[config.mk]
export PLATFORM = sky130hd
export DESIGN_NAME = clk_div_multi_flat
export DESIGN_NICKNAME = d
export VERILOG_FILES = /design/src/rtl/clk_div_multi_pkg.sv /design/src/rtl/clk_div_multi_if.sv /design/src/rtl/clk_div_multi_ch.sv /design/src/rtl/clk_div_multi.sv /design/src/flat_wrapper.sv
export SDC_FILE = /design/constraint.sdc
export NUM_CORES = 1
export LEC_CHECK = 0
export ABC_AREA = 0
export ABC_CLOCK_PERIOD_IN_PS = 5900
export BUFFER_PORTS_ARGS = -buffer_cell sky130_fd_sc_hd__clkbuf_2
export CELL_PAD_IN_SITES_DETAIL_PLACEMENT = 2
export CELL_PAD_IN_SITES_GLOBAL_PLACEMENT = 2
export CORE_MARGIN = 1
export CORE_UTILIZATION = 40
export CTS_CLUSTER_SIZE = 24
export DETAILED_ROUTE_END_ITERATION = 6
export HOLD_SLACK_MARGIN = 0.12
export PLACE_DENSITY_LB_ADDON = 0.2
export SLEW_MARGIN = 20
export SYNTH_ARGS = -nofsm -noshare
export SYNTH_HDL_FRONTEND = slang
export SYNTH_SLANG_ARGS = --single-unit
[constraint.sdc]
create_clock -name clk -period 5.9 [get_ports clk]
set_input_delay 0.295 -clock clk [delete_from_list [all_inputs] [get_ports clk]]
set_output_delay 0.295 -clock clk [all_outputs]
set_load 0.02 [all_outputs]
[src/rtl/clk_div_multi_pkg.sv]
// Shared constants, channel mode encoding and divisor clamp for the clock divider.
// Pure definitions: no latency or backpressure of its own.
package clk_div_multi_pkg;

   localparam int MIN_DIV   = 2;
   localparam int DEF_CNT_W = 16;
   localparam int DEF_DIV   = 10;
   localparam int CLAMP_W   = 32;

   typedef enum logic {
      MODE_RUN  = 1'b0,
      MODE_STOP = 1'b1
   } ch_mode_e;

   // A divisor below MIN_DIV cannot form a low and a high phase.
   function automatic logic [CLAMP_W-1:0] clamp_div(input logic [CLAMP_W-1:0] d);
      return (d < CLAMP_W'(MIN_DIV)) ? CLAMP_W'(MIN_DIV) : d;
   endfunction

endpackage

[src/rtl/clk_div_multi_if.sv]
// Control/status bundle of the multi-channel divider; the DUT takes the slave side.
// No latency of its own; no backpressure (plain strobes and levels).
interface clk_div_multi_if
   import clk_div_multi_pkg::*;
#(
   parameter int NUM_CH = 2,
   parameter int CNT_W  = DEF_CNT_W
);

   logic [NUM_CH-1:0]       run;
   logic [NUM_CH-1:0]       div_wr;
   logic [CNT_W-1:0]        div_data;
   logic [NUM_CH-1:0]       clk_out;
   logic [NUM_CH-1:0]       tick;
   logic [NUM_CH-1:0]       busy;
   logic [NUM_CH*CNT_W-1:0] div_cur;

   modport master (
      output run, div_wr, div_data,
      input  clk_out, tick, busy, div_cur
   );

   modport slave (
      input  run, div_wr, div_data,
      output clk_out, tick, busy, div_cur
   );

endinterface

[src/rtl/clk_div_multi_ch.sv]
// One divider channel: counter, active/pending divisor, stop control, registered clk_out/tick.
// Latency: outputs registered from next-count; no backpressure, a write while busy overwrites pending.
module clk_div_multi_ch
   import clk_div_multi_pkg::*;
#(
   parameter int CNT_W       = DEF_CNT_W,
   parameter int DEFAULT_DIV = DEF_DIV
) (
   input  logic             clk,
   input  logic             reset,
   input  logic             run,
   input  logic             div_wr,
   input  logic [CNT_W-1:0] div_data,
   output logic             clk_out,
   output logic             tick,
   output logic             busy,
   output logic [CNT_W-1:0] div_cur
);

   logic [CNT_W-1:0] cnt_q, cnt_d;
   logic [CNT_W-1:0] div_q, div_d;
   logic [CNT_W-1:0] pend_q, pend_d;
   logic             busy_q, busy_d;
   logic             clk_out_q, clk_out_d;
   logic             tick_q, tick_d;
   ch_mode_e         mode_q, mode_d;

   logic wrap;
   logic apply;
   logic advance;

   always_ff @(posedge clk or posedge reset) begin
      if (reset) begin
         cnt_q     <= '0;
         div_q     <= CNT_W'(DEFAULT_DIV);
         pend_q    <= CNT_W'(DEFAULT_DIV);
         busy_q    <= 1'b0;
         clk_out_q <= 1'b0;
         tick_q    <= 1'b0;
         mode_q    <= MODE_RUN;
      end else begin
         cnt_q     <= cnt_d;
         div_q     <= div_d;
         pend_q    <= pend_d;
         busy_q    <= busy_d;
         clk_out_q <= clk_out_d;
         tick_q    <= tick_d;
         mode_q    <= mode_d;
      end
   end

   always_comb begin
      wrap    = (cnt_q == div_q - CNT_W'(1));
      apply   = busy_q && (wrap || (mode_q == MODE_STOP));
      // A period already under way always runs to its end, even with run low.
      advance = run || (cnt_q != '0);

      cnt_d = cnt_q;
      if (advance) begin
         cnt_d = wrap ? '0 : cnt_q + CNT_W'(1);
      end

      div_d  = apply ? pend_q : div_q;
      pend_d = pend_q;
      busy_d = busy_q;
      if (div_wr) begin
         pend_d = CNT_W'(clamp_div(CLAMP_W'(div_data)));
         busy_d = 1'b1;
      end else if (apply) begin
         busy_d = 1'b0;
      end

      mode_d = ((cnt_d == '0) && !run) ? MODE_STOP : MODE_RUN;

      // Duty is judged against the divisor that owns the next count value.
      clk_out_d = (cnt_d >= (div_d >> 1));
      tick_d    = clk_out_d && !clk_out_q;
   end

   assign clk_out = clk_out_q;
   assign tick    = tick_q;
   assign busy    = busy_q;
   assign div_cur = div_q;

endmodule

[src/rtl/clk_div_multi.sv]
// Multi-channel programmable clock divider; one independent channel per bus lane.
// Latency: clk_out/tick registered, divisor changes land on the period boundary; no backpressure.
module clk_div_multi
   import clk_div_multi_pkg::*;
#(
   parameter int NUM_CH      = 2,
   parameter int CNT_W       = DEF_CNT_W,
   parameter int DEFAULT_DIV = DEF_DIV
) (
   input  logic          clk,
   input  logic          reset,
   clk_div_multi_if.slave bus
);

   logic [NUM_CH-1:0]       clk_out_w;
   logic [NUM_CH-1:0]       tick_w;
   logic [NUM_CH-1:0]       busy_w;
   logic [NUM_CH*CNT_W-1:0] div_cur_w;

   for (genvar i = 0; i < NUM_CH; i++) begin : g_ch
      clk_div_multi_ch #(
         .CNT_W       (CNT_W),
         .DEFAULT_DIV (DEFAULT_DIV)
      ) u_ch (
         .clk      (clk),
         .reset    (reset),
         .run      (bus.run[i]),
         .div_wr   (bus.div_wr[i]),
         .div_data (bus.div_data),
         .clk_out  (clk_out_w[i]),
         .tick     (tick_w[i]),
         .busy     (busy_w[i]),
         .div_cur  (div_cur_w[i*CNT_W +: CNT_W])
      );
   end

   assign bus.clk_out = clk_out_w;
   assign bus.tick    = tick_w;
   assign bus.busy    = busy_w;
   assign bus.div_cur = div_cur_w;

endmodule

[src/flat_wrapper.sv]
// flat-port wrapper written by rule: the top's interface ports become plain ports
module clk_div_multi_flat import clk_div_multi_pkg::*;
#(
   parameter int NUM_CH      = 2,
   parameter int CNT_W       = DEF_CNT_W,
   parameter int DEFAULT_DIV = DEF_DIV
)
  (clk, reset, bus_run, bus_div_wr, bus_div_data, bus_clk_out, bus_tick, bus_busy, bus_div_cur);
  clk_div_multi_if #(.NUM_CH(NUM_CH), .CNT_W(CNT_W)) bus_i ();
  input  logic clk;
  input  logic reset;
  input wire logic [$bits(bus_i.run)-1:0] bus_run;
  input wire logic [$bits(bus_i.div_wr)-1:0] bus_div_wr;
  input wire logic [$bits(bus_i.div_data)-1:0] bus_div_data;
  output wire logic [$bits(bus_i.clk_out)-1:0] bus_clk_out;
  output wire logic [$bits(bus_i.tick)-1:0] bus_tick;
  output wire logic [$bits(bus_i.busy)-1:0] bus_busy;
  output wire logic [$bits(bus_i.div_cur)-1:0] bus_div_cur;
  assign bus_i.run = bus_run;
  assign bus_i.div_wr = bus_div_wr;
  assign bus_i.div_data = bus_div_data;
  assign bus_clk_out = bus_i.clk_out;
  assign bus_tick = bus_i.tick;
  assign bus_busy = bus_i.busy;
  assign bus_div_cur = bus_i.div_cur;
  clk_div_multi #(.NUM_CH(NUM_CH), .CNT_W(CNT_W), .DEFAULT_DIV(DEFAULT_DIV)) u_core (.clk(clk), .reset(reset), .bus(bus_i));
endmodule
# Word-level counts from Yosys, hierarchy flattened
# Cells that the tools add are included.
[totals]
ff_bits = 104
latch_bits = 0
ramBits = 0
rom_bits = 0
input_bits = 22
out_inout_bits = 38
elab_cells = 58
mem_count = 0
[op_classes]
addsub = 4
multipliers = 0
div_mod_pow = 0
order_cmp = 3
n_eq_ne = 2
shift = 0
n_mux = 13
bitwise = 0
n_reduce_logical = 20
[ops]
columns = ["operator", "n"]
rows = [
  ["$mux 16", 7],
  ["$add 16x1->16 const B", 2],
  ["$eq 16x16->1", 2],
  ["$ge 16x15->1", 2],
  ["$logic_not 16->1", 2],
  ["$reduce_bool 16->1", 2],
  ["$sub 16x1->16 const B", 2],
  ["$lt 16x2->1 const B", 1],
  ["$logic_and 1x1->1", 6],
  ["$mux 1", 6],
  ["$logic_not 1->1", 4],
  ["$logic_or 1x1->1", 4],
  ["$reduce_bool 2->1", 2],
]

# Longest topological paths before layout
[logic_depth]
depth_word = 7
mapped_depth = 20

# Cells and area by module
# From an unflattened synthesis, not the netlist that was laid out.
[unflattened]
hier_cells = 706
hier_area_um2 = 7064.3
[by_module_without_submodules]
columns = ["module", "instances", "cells_per_inst", "area_each_um2"]
rows = [
  ["clk_div_multi_ch", 2, 353, 3532.1],
]

# Worst setup path before layout
# No wires, ideal clock.
[synth_path]
kind = "flip-flop to flip-flop"
startpoint = "register u_core.g_ch[1].u_ch.div_q[9]"
endpoint = "register u_core.g_ch[1].u_ch.clk_out_q"
setup_ns = 0.124
arrival_ns = 4.318
required_ns = 5.776
setup_slack_ns = 1.458
path_stages_with_launch = 20
n_path_buf = 2
period_less_slack_ns = 4.442
path_cell_list = "dfrtp_1 > buf_2 > or4_4 > nor4_4 > mux2i_1 > mux2i_1 > a32oi_2 > and4b_4 > o21ai_4 > buf_6 > mux2_4 > ha_1 > nor2b_1 > o21ai_0 > a21oi_1 > o21ai_0 > a21oi_1 > o21ai_0 > a221o_1 > or2_1"
[synth_between]
elab_chain_len = 6
[synth_rtl]
columns = ["element", "line", "rtl"]
rows = [
  ["start, declared", "clk_div_multi_ch.sv:21", "logic [CNT_W-1:0] div_q, div_d;"],
  ["start signal, assigned", "clk_div_multi_ch.sv:35", "div_q <= CNT_W'(DEFAULT_DIV);"],
  ["start signal, assigned", "clk_div_multi_ch.sv:43", "div_q <= div_d;"],
  ["$sub 16x1->16", "clk_div_multi_ch.sv:53", "wrap = (cnt_q == div_q - CNT_W'(1));"],
  ["$eq 16x16->1", "clk_div_multi_ch.sv:53", ""],
  ["$logic_or 1x1->1", "clk_div_multi_ch.sv:54", "apply = busy_q && (wrap || (mode_q == MODE_STOP));"],
  ["$logic_and 1x1->1", "clk_div_multi_ch.sv:54", ""],
  ["$mux 16", "clk_div_multi_ch.sv:63", "div_d = apply ? pend_q : div_q;"],
  ["via u_core.g_ch[1].u_ch.div_d[1]", "clk_div_multi_ch.sv:21", ""],
  ["$ge 16x15->1", "clk_div_multi_ch.sv:76", "clk_out_d = (cnt_d >= (div_d >> 1));"],
  ["via u_core.g_ch[1].u_ch.clk_out_d", "clk_div_multi_ch.sv:24", "logic clk_out_q, clk_out_d;"],
  ["end signal, assigned", "clk_div_multi_ch.sv:46", "clk_out_q <= clk_out_d;"],
  ["end, declared", "clk_div_multi_ch.sv:24", ""],
]
# The timed path passes the listed nets, and every way through them passes these cells.
# A chain may end at the register's enable or synchronous reset.

# Worst setup path in the final report
[layout_path]
startpoint = "register u_core.g_ch[1].u_ch.div_q[9]"
endpoint = "register u_core.g_ch[1].u_ch.clk_out_q"
[layout_between]
elab_chain_len = 6
[layout_rtl]
columns = ["element", "line"]
rows = [
  ["$sub 16x1->16", "clk_div_multi_ch.sv:53"],
  ["$eq 16x16->1", "clk_div_multi_ch.sv:53"],
  ["$logic_or 1x1->1", "clk_div_multi_ch.sv:54"],
  ["$logic_and 1x1->1", "clk_div_multi_ch.sv:54"],
  ["$mux 16", "clk_div_multi_ch.sv:63"],
  ["$ge 16x15->1 *", "clk_div_multi_ch.sv:76"],
  ["via u_core.g_ch[1].u_ch.clk_out_d", "clk_div_multi_ch.sv:24"],
]
# The timed path passes the listed nets; every way through them passes the cells marked *.

==> results_tabular.tex <==
\begin{tabular}{lr}
\hline
Metric & Value \\
\hline
\multicolumn{2}{l}{\textbf{Outcome}} \\
\quad Run status & finished clean \\
\multicolumn{2}{l}{\textbf{Yosys}} \\
\quad Syn Std Cell Area & about 0.007 mm\^{}2 \\
\quad Total nets after synthesis & roughly 760 \\
\quad Average instance area after synthesis & slightly above 10 um\^{}2 \\
\quad Number of enable-type register cells in the synthesized netlist & 0 \\
\quad Most used flip-flop cell after synthesis & sky130\_fd\_sc\_hd\_\_dfrtp\_1 \\
\quad Count of cell types in the netlist & 67 \\
\quad Synth async-reset ratio & 100\% \\
\quad Flip-flop and latch count after synthesis & between 100 and 150 \\
\quad Number of instances in the synthesized netlist & 700 \\
\quad Number of warnings reported in the yosys synthesis log & 0 \\
\quad Sequential-to-total area share from yosys stat & around 37\% \\
\multicolumn{2}{l}{\textbf{Detailed routing}} \\
\quad Number of violations reported at the end of detailed-routing iteration 0 & around 180 \\
\quad WL/cell & 22.3 um \\
\quad Number of vias per cell after detailed routing & between 5 and 6 \\
\quad 1st-pass router iterations & 4 \\
\quad Post-route DRC & 0 \\
\quad Post-detailed-route count of antenna-violating nets & 0 \\
\quad Sum of routed wire length over all layers & around 21000 um \\
\quad Routed vias & 5400 \\
\multicolumn{2}{l}{\textbf{Global routing}} \\
\quad Aggregate global routing overflow & 0 \\
\quad Routing usage on met1 & 27.9\% \\
\quad Vias in the first global route & approximately 6100 \\
\quad First-pass GRT wire length & about 34000 um \\
\quad Global routing met2 resource utilization & around 46\% \\
\quad Busiest metal layer after global routing & met2 \\
\quad Met3 Usage GRT & under 10\% \\
\quad Gr usage total & between 20\% and 30\% \\
\quad Largest net degree at the start of global routing & about 70 \\
\quad Initial antenna violation count & 0 \\
\multicolumn{2}{l}{\textbf{Place}} \\
\quad Detailed-placement wirelength estimate & about 16000 um \\
\quad PortBufs & a little under 60 \\
\quad Global placement routability congestion & between 0.8 and 0.9 \\
\multicolumn{2}{l}{\textbf{Critical path}} \\
\quad R2r worst-path depth & 17 \\
\quad Slowest stage cell, crit path & sky130\_fd\_sc\_hd\_\_or4\_4 \\
\quad Critical Path End Type & flip-flop \\
\quad Cell-by-cell trace of the critical path & or4\_4 -> nor4\_4 -> mux2i\_1 -> mux2i\_1 -> a32oi\_2 -> and4b\_4 -> o21ai\_4 -> buf\_4 -> mux2i\_1 -> ha\_1 -> a21o\_1 -> a21oi\_1 -> o21ai\_0 -> a21oi\_1 -> o21ai\_0 -> a221o\_1 -> or2\_1 \\
\quad CP max stage delay & 610 ps \\
\quad Crit path kind & flip-flop to flip-flop \\
\quad Most used cell along the critical path & sky130\_fd\_sc\_hd\_\_mux2i\_1 \\
\quad Crit start category & flip-flop \\
\quad Largest fanout of any net on the critical path & 24 \\
\quad Beginning of the critical path & u\_core.g\_ch[1].u\_ch.div\_cur[9] \\
\quad Last element of the critical path & u\_core.g\_ch[1].u\_ch.clk\_out \\
\quad Endpoint of the worst register-to-register path & u\_core.g\_ch[1].u\_ch.clk\_out \\
\quad R2R Setup Slk & 830 ps \\
\quad Crit Reg-Reg Startpoint & u\_core.g\_ch[1].u\_ch.div\_cur[9] \\
\quad Critical path required time & roughly 6200 ps \\
\quad Critical path data arrival time & between 5000 and 6000 ps \\
\multicolumn{2}{l}{\textbf{STA}} \\
\quad Time the worst path needs with I/O delays and setup & just over 5000 ps \\
\quad Highest attainable clock frequency & slightly below 0.2 GHz \\
\quad Total negative slack for setup checks & 0 ps \\
\quad Number of failing hold endpoints at the final stage & 0 \\
\quad Worst Max-Slew Pin Slew & 912 ps \\
\quad Worst-case clock skew & around 7.7 ps \\
\quad Final hold slack & around 210 ps \\
\quad Max-slew violation count & 0 \\
\quad Tcrit/Tclk final & between 80\% and 90\% \\
\quad Relative max-transition margin & between 30\% and 40\% \\
\quad Final setup viols & 0 \\
\quad Unrepaired setup endpoints after global routing & no \\
\multicolumn{2}{l}{\textbf{Floorplanning}} \\
\quad Total number of placement rows & 48 \\
\quad Vertical extent of the die & around 140 um \\
\quad Overall die area & about 0.018 mm\^{}2 \\
\quad Die W & about 140 um \\
\quad Core ar. & 0.0173 mm\^{}2 \\
\quad Ports & 60 \\
\quad Initial core utilization & slightly above 40\% \\
\multicolumn{2}{l}{\textbf{Cells and area}} \\
\quad Share of final-layout standard cells stronger than drive strength 1 & between 20\% and 30\% \\
\quad Net total in the final layout & between 700 and 800 \\
\quad Leading cell types in the layout, fill and taps excluded & sky130\_fd\_sc\_hd\_\_dfrtp\_1, sky130\_fd\_sc\_hd\_\_nor2\_1, sky130\_fd\_sc\_hd\_\_clkbuf\_2, sky130\_fd\_sc\_hd\_\_xnor2\_1, sky130\_fd\_sc\_hd\_\_ha\_1 \\
\quad Diode count & 0 \\
\quad FILL cells & roughly 1800 \\
\quad Area Growth Syn to Fin & 9.67\% \\
\quad Multi-input combinational cell area & about 0.0042 mm\^{}2 \\
\quad Register Area & between 0.002 and 0.003 mm\^{}2 \\
\quad Leading cell type in the layout, fill and taps excluded & sky130\_fd\_sc\_hd\_\_dfrtp\_1 \\
\multicolumn{2}{l}{\textbf{Power and ir drop}} \\
\quad Share of power burned in combinational logic & 36.7\% \\
\quad Pwr Density & roughly 340 mW/mm\^{}2 \\
\quad Internal power summed over all cells & between 1.5 and 2 mW \\
\quad Static leakage & between 3 and 4 nW \\
\quad Largest vdd supply drop & 0.153 mV \\
\quad Sequential cell fraction of total power & 39.9\% \\
\quad Portion of total power attributed to the clock network & a little under a quarter \\
\quad Switching power as a share of total power & roughly 41\% \\
\quad Switching power total & approximately 1.1 mW \\
\multicolumn{2}{l}{\textbf{CTS}} \\
\quad Num Clock Sinks & 104 \\
\quad Latest clock arrival within the worst-skew pair & around 360 ps \\
\quad CTS Root Buffer Type & sky130\_fd\_sc\_hd\_\_clkbuf\_16 \\
\quad CTS tree & yes \\
\quad Num CTS Buffers & 9 \\
\quad Post-cts resize count & 0 \\
\quad Number of levels in the clock H-tree & 3 \\
\quad Setup Buffers After CTS & 0 \\
\quad Clock slew seen by the registers of the worst setup and hold paths & approximately 80 ps \\
\quad Maximum buffer depth of the clock tree & 2 \\
\multicolumn{2}{l}{\textbf{Flow run}} \\
\quad Number of violations of the max-capacitance limit & 0 \\
\multicolumn{2}{l}{\textbf{Min path}} \\
\quad Path class of the lowest-slack min-delay path & input port to flip-flop \\
\hline
\end{tabular}
how the worst min path moves through the flow:
stage	from	end	slack, ps	cells past startpoint
floorplan	bus_run[0]	u_core.g_ch[0].u_ch.mode_q	390	1
global route	bus_div_data[6]	u_core.g_ch[0].u_ch.pend_q[6]	210	2
global placement	reset	u_core.g_ch[0].u_ch.pend_q[0]	320	2
finish	bus_run[0]	u_core.g_ch[0].u_ch.mode_q	210	2
CTS	bus_div_data[6]	u_core.g_ch[0].u_ch.pend_q[6]	200	2
detailed placement	reset	u_core.g_ch[0].u_ch.pend_q[0]	330	2
through the flow:
stage                     instance area [um^2]  power, mW  setup WS, ps  util, %  instances
after floorplan                           7110       1.70          1460        -        700
after detailed placement                  7490       2.02           830     43.3        940
after global routing                      7790       2.78           523     45.1        957
after CTS                                 7790       2.66           784     45.1        957
final                                     7790       2.63           831     45.1        957
after global placement                    7490       1.94          1030     43.3        940
sequential cells by signal, indices dropped and copies added (netlist names):
register,count
u_core.g_ch.u_ch.mode_q,2
u_core.g_ch.u_ch.cnt_q,32
u_core.g_ch.u_ch.busy,2
u_core.g_ch.u_ch.tick,2
u_core.g_ch.u_ch.div_cur,32
u_core.g_ch.u_ch.pend_q,32
u_core.g_ch.u_ch.clk_out,2
synth_stat cells, drive strengths merged (8+ instances only):
library cell / instances / area share [%]
clkbuf: 32 / 1.7
nand3: 25 / 1.8
ha: 36 / 6.3
a21o: 11 / 1.2
o21ai: 21 / 1.7
nand4: 20 / 1.8
or3: 8 / 0.77
a21oi: 21 / 1.5
nor3: 29 / 2.0
xor2: 34 / 4.2
mux2i: 34 / 4.8
mux2: 63 / 12
nor2b: 9 / 0.79
dfrtp: 96 / 34
inv: 13 / 0.69
dfstp: 8 / 3.0
nand2b: 10 / 0.88
and3: 9 / 0.86
nor2: 61 / 3.2
xnor2: 36 / 4.4
nor4: 10 / 1.5
buf: 20 / 2.0
nand2: 25 / 1.3
critical path, delay by kind of cell (launching register included):
| kind | cells | cell delay (ps) |
|---|---|---|
| flip-flops | 1 | 510 |
| multiplexers | 3 | 600 |
| AO/OA/AOI/OAI | 8 | 1630 |
| AND/OR/NAND/NOR | 4 | 1480 |
| adder cells (fa/ha/maj) | 1 | 280 |
| buffers and inverters | 1 | 450 |
timing repair:
action,CTS,global route
setup endpoints to repair,0,0
endpoints found under the hold margin,30,0
hold buffers,1,0
kinds of logic after synthesis:
group | after synthesis | synth area share, %
AOI/OAI and AO/OA | 87 | 8.22
xor gates and xnor gates | 70 | 8.63
adders and majority gates | 36 | 6.34
buffers and inverters | 65 | 4.40
DFF | 104 | 36.8
muxes | 97 | 16.5
and+or+nand+nor | 241 | 19.2
routing by layer:
layer  share of wire (%)  wire, um  vias up
met2                  55     11700       46
met1                  42      8880     2761
met3                0.91       194       31
li1                    -         -     2562
met4                 2.8       607        0
met5                   0         0        -
area by class of cell:
class                   instances  share of cell area (%)
flip-flops and latches        104                    33.5
multi-input cells             531                    53.7
inverters                      13                   0.658
well taps                     225                    3.61
clock inverters                 7                   0.883
clock buffers                   9                    2.89
repair buffers                 68                    4.69
power groups by stage:
stage	combinational, mW	clock, mW	sequential (mW)
floorplan	0.699	0	1.00
finish	0.965	0.616	1.05
detailed placement	0.966	0	1.06
global route	1.05	0.652	1.07
CTS	0.982	0.630	1.05
global placement	0.899	0	1.04
No activity file was read; power rests on OpenSTA's default activity.
